$ cat config.mk
export PLATFORM = sky130hd
export DESIGN_NAME = ripple_count_capture
export DESIGN_NICKNAME = d
export VERILOG_FILES = /design/src/rtl/ripple_count_capture.sv
export SDC_FILE = /design/constraint.sdc
export NUM_CORES = 1
export LEC_CHECK = 0
export BUFFER_PORTS_ARGS = -buffer_cell sky130_fd_sc_hd__buf_2
export CORE_MARGIN = 10
export CORE_UTILIZATION = 50
export CTS_BUF_LIST = sky130_fd_sc_hd__clkbuf_4 sky130_fd_sc_hd__clkbuf_8 sky130_fd_sc_hd__clkbuf_16
export CTS_CLUSTER_DIAMETER = 200
export CTS_CLUSTER_SIZE = 24
export DETAILED_ROUTE_END_ITERATION = 10
export PLACE_DENSITY_LB_ADDON = 0.3
export SLEW_MARGIN = 5
export SYNTH_ARGS = -nofsm -noshare
export SYNTH_HDL_FRONTEND = slang
export SYNTH_SLANG_ARGS = --single-unit
$ cat constraint.sdc
create_clock -name CLK -period 2.9 [get_ports CLK]
set_clock_uncertainty 0.2 [all_clocks]
set_input_delay 0.29 -clock CLK [delete_from_list [all_inputs] [get_ports CLK]]
set_output_delay 0.29 -clock CLK [all_outputs]
set_load 0.01 [all_outputs]
$ cat src/rtl/ripple_count_capture.sv
`default_nettype none
// ============================================================================
// Module      : ripple_count_capture
// Description : Brings an asynchronous 4-bit ripple counter into the CLK
//               domain. It filters settling glitches, hands out each settled
//               count with VALID/ACK, and tallies wrap-arounds.
// Revision    : 1.0 - initial release
// ============================================================================
module ripple_count_capture #(
    parameter int STABLE_CYCLES = 2,
    parameter int OVF_WIDTH     = 8
) (
    input  logic                 CLK,
    input  logic                 CLR_N,
    input  logic                 QA,
    input  logic                 QB,
    input  logic                 QC,
    input  logic                 QD,
    input  logic                 CNT_RST,
    input  logic                 ACK,
    output logic [3:0]           COUNT,
    output logic                 VALID,
    output logic                 WRAP,
    output logic [OVF_WIDTH-1:0] OVF_CNT,
    output logic                 OVF_SAT,
    output logic                 LOST
);

    localparam logic [3:0] c_STAB_MAX = 4'(STABLE_CYCLES);
    localparam logic [3:0] c_STAB_ACC = 4'(STABLE_CYCLES - 1);

    logic [4:0]           r_meta;
    logic [4:0]           r_sync;
    logic [3:0]           r_prev;
    logic [3:0]           r_stab;
    logic [3:0]           r_count;
    logic                 r_valid;
    logic                 r_wrap;
    logic [OVF_WIDTH-1:0] r_ovf;
    logic                 r_ovf_sat;
    logic                 r_lost;

    logic [3:0]           w_s;
    logic                 w_sr;
    logic                 w_same;
    logic [3:0]           w_stab_next;
    logic                 w_settled;
    logic                 w_accept;
    logic                 w_wrap;
    logic                 w_ack;
    logic                 w_overrun;
    logic [OVF_WIDTH-1:0] w_ovf_next;

    // Bit 4 carries the counter clear so it stays aligned with the count bits.
    always_ff @(posedge CLK or negedge CLR_N) begin
        if (!CLR_N) begin
            r_meta <= '0;
            r_sync <= '0;
        end else begin
            r_meta <= {CNT_RST, QD, QC, QB, QA};
            r_sync <= r_meta;
        end
    end

    assign w_s    = r_sync[3:0];
    assign w_sr   = r_sync[4];
    assign w_same = (w_s == r_prev);

    always_comb begin
        w_stab_next = r_stab;
        if (!w_same) begin
            w_stab_next = '0;
        end else if (r_stab != c_STAB_MAX) begin
            w_stab_next = r_stab + 4'd1;
        end
    end

    generate
        if (STABLE_CYCLES == 1) begin : g_stab_single
            assign w_settled = 1'b1;
        end else begin : g_stab_multi
            // Hitting STABLE_CYCLES-1 happens once per run of identical samples.
            assign w_settled = (w_stab_next == c_STAB_ACC);
        end
    endgenerate

    assign w_accept  = w_settled && (w_s != r_count);
    assign w_wrap    = w_accept && (w_s < r_count) && !w_sr;
    assign w_ack     = ACK && r_valid;
    assign w_overrun = w_accept && r_valid && !ACK;

    always_comb begin
        w_ovf_next = r_ovf;
        if (w_wrap && !(&r_ovf)) begin
            w_ovf_next = r_ovf + 1'b1;
        end
    end

    always_ff @(posedge CLK or negedge CLR_N) begin
        if (!CLR_N) begin
            r_prev    <= '0;
            r_stab    <= '0;
            r_count   <= '0;
            r_valid   <= 1'b0;
            r_wrap    <= 1'b0;
            r_ovf     <= '0;
            r_ovf_sat <= 1'b0;
            r_lost    <= 1'b0;
        end else begin
            r_prev    <= w_s;
            r_stab    <= w_stab_next;
            r_wrap    <= w_wrap;
            r_ovf     <= w_ovf_next;
            r_ovf_sat <= r_ovf_sat | (&w_ovf_next);

            if (w_accept) begin
                r_count <= w_s;
                r_valid <= 1'b1;
            end else if (w_ack) begin
                r_valid <= 1'b0;
            end

            if (w_overrun) begin
                r_lost <= 1'b1;
            end else if (w_ack) begin
                r_lost <= 1'b0;
            end
        end
    end

    assign COUNT   = r_count;
    assign VALID   = r_valid;
    assign WRAP    = r_wrap;
    assign OVF_CNT = r_ovf;
    assign OVF_SAT = r_ovf_sat;
    assign LOST    = r_lost;

endmodule
`default_nettype wire

Word-level counts from Yosys, hierarchy flattened
Cells that the tools add are included.
- flip-flop bits (word level): 34
- input bits: 8
- output and inout port bits: 16
- word-level logic and storage cells: 38
- add/subtract/negate cells: 2
- order comparisons: 1
- equal/unequal tests: 4
- mux-type cells: 6
- bitwise gates (word level): 1
- reduce and logical (&&, ||, !) cells: 14
- operators with widths (kind ; number):
    $reduce_and 8->1 ; 2
    $add 8x1->8 const B ; 1
    $mux 4 ; 2
    $mux 8 ; 1
    $logic_and 1x1->1 ; 7
    $add 4x1->4 const B ; 1
    $eq 4x1->1 const B ; 1
    $eq 4x4->1 ; 1
    $lt 4x4->1 ; 1
    $ne 4x2->1 const B ; 1
    $ne 4x4->1 ; 1
    $reduce_bool 2->1 ; 2
    $logic_not 1->1 ; 3
    $mux 1 ; 3
    $or 1x1->1 ; 1

Logic depth before layout (Yosys ltp)
- word-level depth: 11
- gate-level depth with buffers: 9
- depth with buffers taken out: 9

Worst setup path before layout
OpenSTA, ideal clock, no wires.
- kind: flip-flop to flip-flop
- start point: register r_count[2], in the netlist COUNT[2]
- end point: register r_ovf_sat, in the netlist OVF_SAT
- library setup time: 120 ps
- data arrival time: 2121 ps
- data required time: 2580 ps
- setup slack: 459 ps
- stages on the path, launching flop included: 10
- path buffers: 0
- clock period less this slack: 2441 ps
- cell sequence: dfrtp_1 -> inv_1 -> ha_1 -> o21ai_0 -> a21oi_1 -> or4_4 -> o31ai_1 -> o21ai_1 -> a211o_1 -> a41o_1
- cells in the longest elaborated chain, start to end: 8
- elaborated cells on any way between the ends: 9
- those cells by class: order compare (1); eq/ne (1); mux (1); bitwise (1); reduce/logical (5)
- RTL lines (element ; RTL line ; text):
    start: declaration ; 36 ; logic [3:0] r_count;
    start signal: assignment ; 117 ; r_count <= w_s;
    branches (longest 2 deep; another with $lt 4x4->1) ; - ;
    $logic_and 1x1->1 * (2 in series) ; 88 ; assign w_wrap = w_accept && (w_s < r_count) && !w_sr;
    $logic_and 1x1->1 * ; 94 ; if (w_wrap && !(&r_ovf)) begin
    $mux 8 * ; 94 ;
    $reduce_and 8->1 * ; 114 ; r_ovf_sat <= r_ovf_sat | (&w_ovf_next);
    $or 1x1->1 * ; 114 ;
    end signal: assignment ; 114 ;
    end: declaration ; 40 ; logic r_ovf_sat;
Mark *: on every way between the ends.
A chain may end at the register's enable or synchronous reset.

Final worst setup path
- start point: register r_sync[2]
- end point: register r_ovf[5], in the netlist OVF_CNT[5]
- cells in the longest elaborated chain, start to end: 8
- elaborated cells on any way between the ends: 10
- those cells by class: order compare (1); eq/ne (3); mux (2); reduce/logical (4)
- RTL lines (element ; RTL line ; text):
    start: declaration ; 33 ; logic [4:0] r_sync;
    start signal: assignment ; 61 ; r_sync <= r_meta;
    $eq 4x4->1 ; 67 ; assign w_same = (w_s == r_prev);
    $mux 4 ; 71 ; if (!w_same) begin
    $eq 4x1->1 ; 83 ; assign w_settled = (w_stab_next == c_STAB_ACC);
    $logic_and 1x1->1 ; 87 ; assign w_accept = w_settled && (w_s != r_count);
    $logic_and 1x1->1 * (2 in series) ; 88 ;
    $logic_and 1x1->1 * ; 94 ;
    $mux 8 * ; 94 ;
    via w_ovf_next[5] ; 52 ; logic [OVF_WIDTH-1:0] w_ovf_next;
    end signal: assignment ; 113 ; r_ovf <= w_ovf_next;
    end: declaration ; 39 ; logic [OVF_WIDTH-1:0] r_ovf;
The timed path passes the listed nets; every way through them passes the cells marked *.

==> results by group <==
Setup path
  – CP required: 2920 ps
  – R2R Setup Slk: 230 ps
  – Slowest stage cell, crit path: dfrtp_1
  – Cell count of the worst reg-to-reg path: 8
  – Worst EP arrival: 2690 ps
  – Worst path depth: 8
  – Bufs and invs on worst path: 0
  – CP Cell Sequence: ha_1, o21ai_0, a21oi_1, or4_4, nor3_4, and4_4, nand3_1, xnor2_1
  – CP endpoint kind: flop
  – Kind of critical path: reg -> reg
  – Crit-path max cell delay: roughly 460 ps
  – Worst setup SP type: flop
  – Max Fanout on Critical Path: 6
  – CP delay by family, top: simple AND/OR/NAND/NOR gates

Cells and area
  – Fin area: 1870 um2
  – Finished Layout Cells: 199
  – Fillers: 251
  – Layout cells sized above 1: 0.259
  – Area growth syn-to-layout: 21.5%
  – N_diodes: 0
  – Nets@finish: 180

Clocking
  – Clock latency at the later pin of the worst-skew pair: roughly 340 ps
  – CTS buffer count: 5
  – H-tree levels: 2
  – Clk slew on worst S/H paths: 110 ps
  – Post CTS Setup Buffer Count: 0
  – Maximum root-to-sink buffer count: 2
  – Hold_buf cts: 7
  – Clock Tree Root: clkbuf_4
  – CTS sink count: 34
  – TritonCTS clock tree: built
  – Cts repair resizes: 0

Timing
  – RSZ-0062 raised after global routing: false
  – Actual slew at the worst max-slew pin: 722 ps
  – Fin Setup TNS: 0 ps
  – Hold Slack: 158 ps
  – Fin. max-slew vios: 0
  – Slew HR: 0.519
  – Post-route minimum period: 2670 ps
  – Setup ws final: 232 ps
  – Achievable clock frequency: 375 MHz
  – Period Utilization, post-route: 0.920
  – Fin. Hold Viols: 0
  – # setup viols final: 0

Die
  – Die footprint: 5700 um2
  – Die X: about 75 um
  – Die height: 75.5 um
  – Initial Utilization: 0.513
  – Cell Rows: 20
  – Core region area: about 3000 um2
  – I/O pin count: 24

Drt
  – Wire length per cell: 14.4 um
  – Routed wire length: 2.86 mm
  – Drt pass-1 iters: 4
  – Vias per inst: 5.38
  – Via Count: ~1100
  – DRC viols: 0
  – Initial drt markers: 47
  – Number of routed nets with antenna violations: 0

GRT
  – Initial antenna violation count: 0
  – Total grt overflow: 0
  – GRT Util Overall: 0.118
  – First-pass GRT wire length: approximately 5.0 mm
  – Vias in the first global route: around 1100
  – Largest net degree at the start of global routing: 35

Synthesis
  – Synth Net Count: 144
  – Ys async rst share: 1.00
  – Synth Instances: roughly 130
  – Avg Synthesized Cell Area: 11.9 um2
  – Ys Warns: 0
  – Register area share after synthesis: 0.553
  – Unique cell type count in the Yosys netlist: 38
  – Synth Register Bits: 34
  – Post-Syn Area: 1540 um2
  – Post-synth top flop: dfrtp_1
  – Post-synth EDFFs: 0

Power and ir drop
  – Cell leakage power: roughly 0.92 nW
  – Pwr per Cell Area: 686 nW/um2
  – VDD IR max: 0.000485 V

Place
  – DP Cell Count: 184
  – Worst slack, placed: 326 ps
  – GPL Wtd Cong: 0.755
  – Placed Area: 1690 um2
  – Post-DP HPWL: approximately 2.1 mm
  – Port Buffers: 23

Flow run
  – MaxCap Viol Count: 0

Hold path
  – Worst hold-check path type: reg -> reg
  – Worst Hold Depth: 0

Run status
  – Outcome: finished clean
==> through the flow <==
stage | util | power (mW)
final | 0.623 | 1.28
after global routing | 0.623 | 1.37
after CTS | 0.623 | 1.30
after detailed placement | 0.564 | 0.850
after global placement | 0.564 | 0.839
after floorplan | - | 0.742
==> flip-flops by register name (all words and copies together), names as in the netlist <==
register	count
VALID	1
r_prev	4
r_stab	4
WRAP	1
OVF_SAT	1
LOST	1
COUNT	4
r_meta	5
OVF_CNT	8
r_sync	5
==> power breakdown <==
part           internal, mW  switching [mW]  leakage, nW
Combinational         0.119           0.146        0.427
Sequential            0.529          0.0556        0.433
Clock                 0.270           0.163       0.0554
Total                 0.917           0.364        0.916
==> Yosys cell counts, drive strengths merged (3+ instances only) <==
master	instances	area share
a21oi	5	0.016
dfrtp	34	0.55
ha	7	0.057
inv	6	0.015
nand2	9	0.022
nand2b	3	0.012
nand3	6	0.020
nand4b	3	0.017
nor2	8	0.020
nor3	4	0.020
o21ai	6	0.020
xnor2	10	0.076
xor2	3	0.017
==> cells by family (layout without fill, tap and decap cells) <==
logic type,count (synthesis),after routing,synth area share
AOI/OAI and AO/OA,21,21,0.0870
muxes,2,2,0.0146
buffers and inverters,8,45,0.0211
adders and majority gates,7,7,0.0569
xor gates and xnor gates,13,13,0.0935
DFF,34,34,0.553
and+or+nand+nor,44,44,0.174
==> final timing paths <==
check	from	to
worst max-delay path	r_sync[2]$_DFF_PN0_	OVF_CNT[5]$_DFF_PN0_
worst min-delay path	r_meta[1]$_DFF_PN0_	r_sync[1]$_DFF_PN0_
worst max register to register	r_sync[2]$_DFF_PN0_	OVF_CNT[5]$_DFF_PN0_
worst min register to register	r_meta[1]$_DFF_PN0_	r_sync[1]$_DFF_PN0_
max in group asynchronous	CLR_N	OVF_CNT[7]$_DFF_PN0_
min in group asynchronous	CLR_N	r_meta[3]$_DFF_PN0_
==> layout by cell type, fill, tap and decap left out, drive strengths merged, types with 2 or more instances in the layout <==
cell,Yosys,routed
o21ai,6,6
nand3,6,6
nand4,2,2
dlygate4sd3,0,7
nand2b,3,3
ha,7,7
bufinv,0,2
nor2,8,8
clkbuf,0,5
a21oi,5,5
nor3,4,4
nand2,9,9
mux2,2,2
xor2,3,3
inv,6,6
dfrtp,34,34
buf,2,24
xnor2,10,10
nand4b,3,3
nand3b,2,2
==> layout make-up <==
class	instances	area, um2	share of cell area
flip-flops and latches	34	851	0.455
multi-input cells	87	656	0.351
clock buffers	5	37.5	0.0201
well taps	33	41.3	0.0221
inverters	6	22.5	0.0120
repair buffers	31	193	0.103
clock inverters	3	68.8	0.0368
==> metal layers <==
| metal | track usage | share of wire | up-vias |
|---|---|---|---|
| li1 | - | - | 527 |
| met1 | 0.141 | 0.46 | 517 |
| met2 | 0.180 | 0.47 | 21 |
| met3 | 0.0508 | 0.052 | 5 |
| met4 | 0.0557 | 0.018 | 0 |
| met5 | 0 | 0 | - |
(Power assumes the default switching activity.)
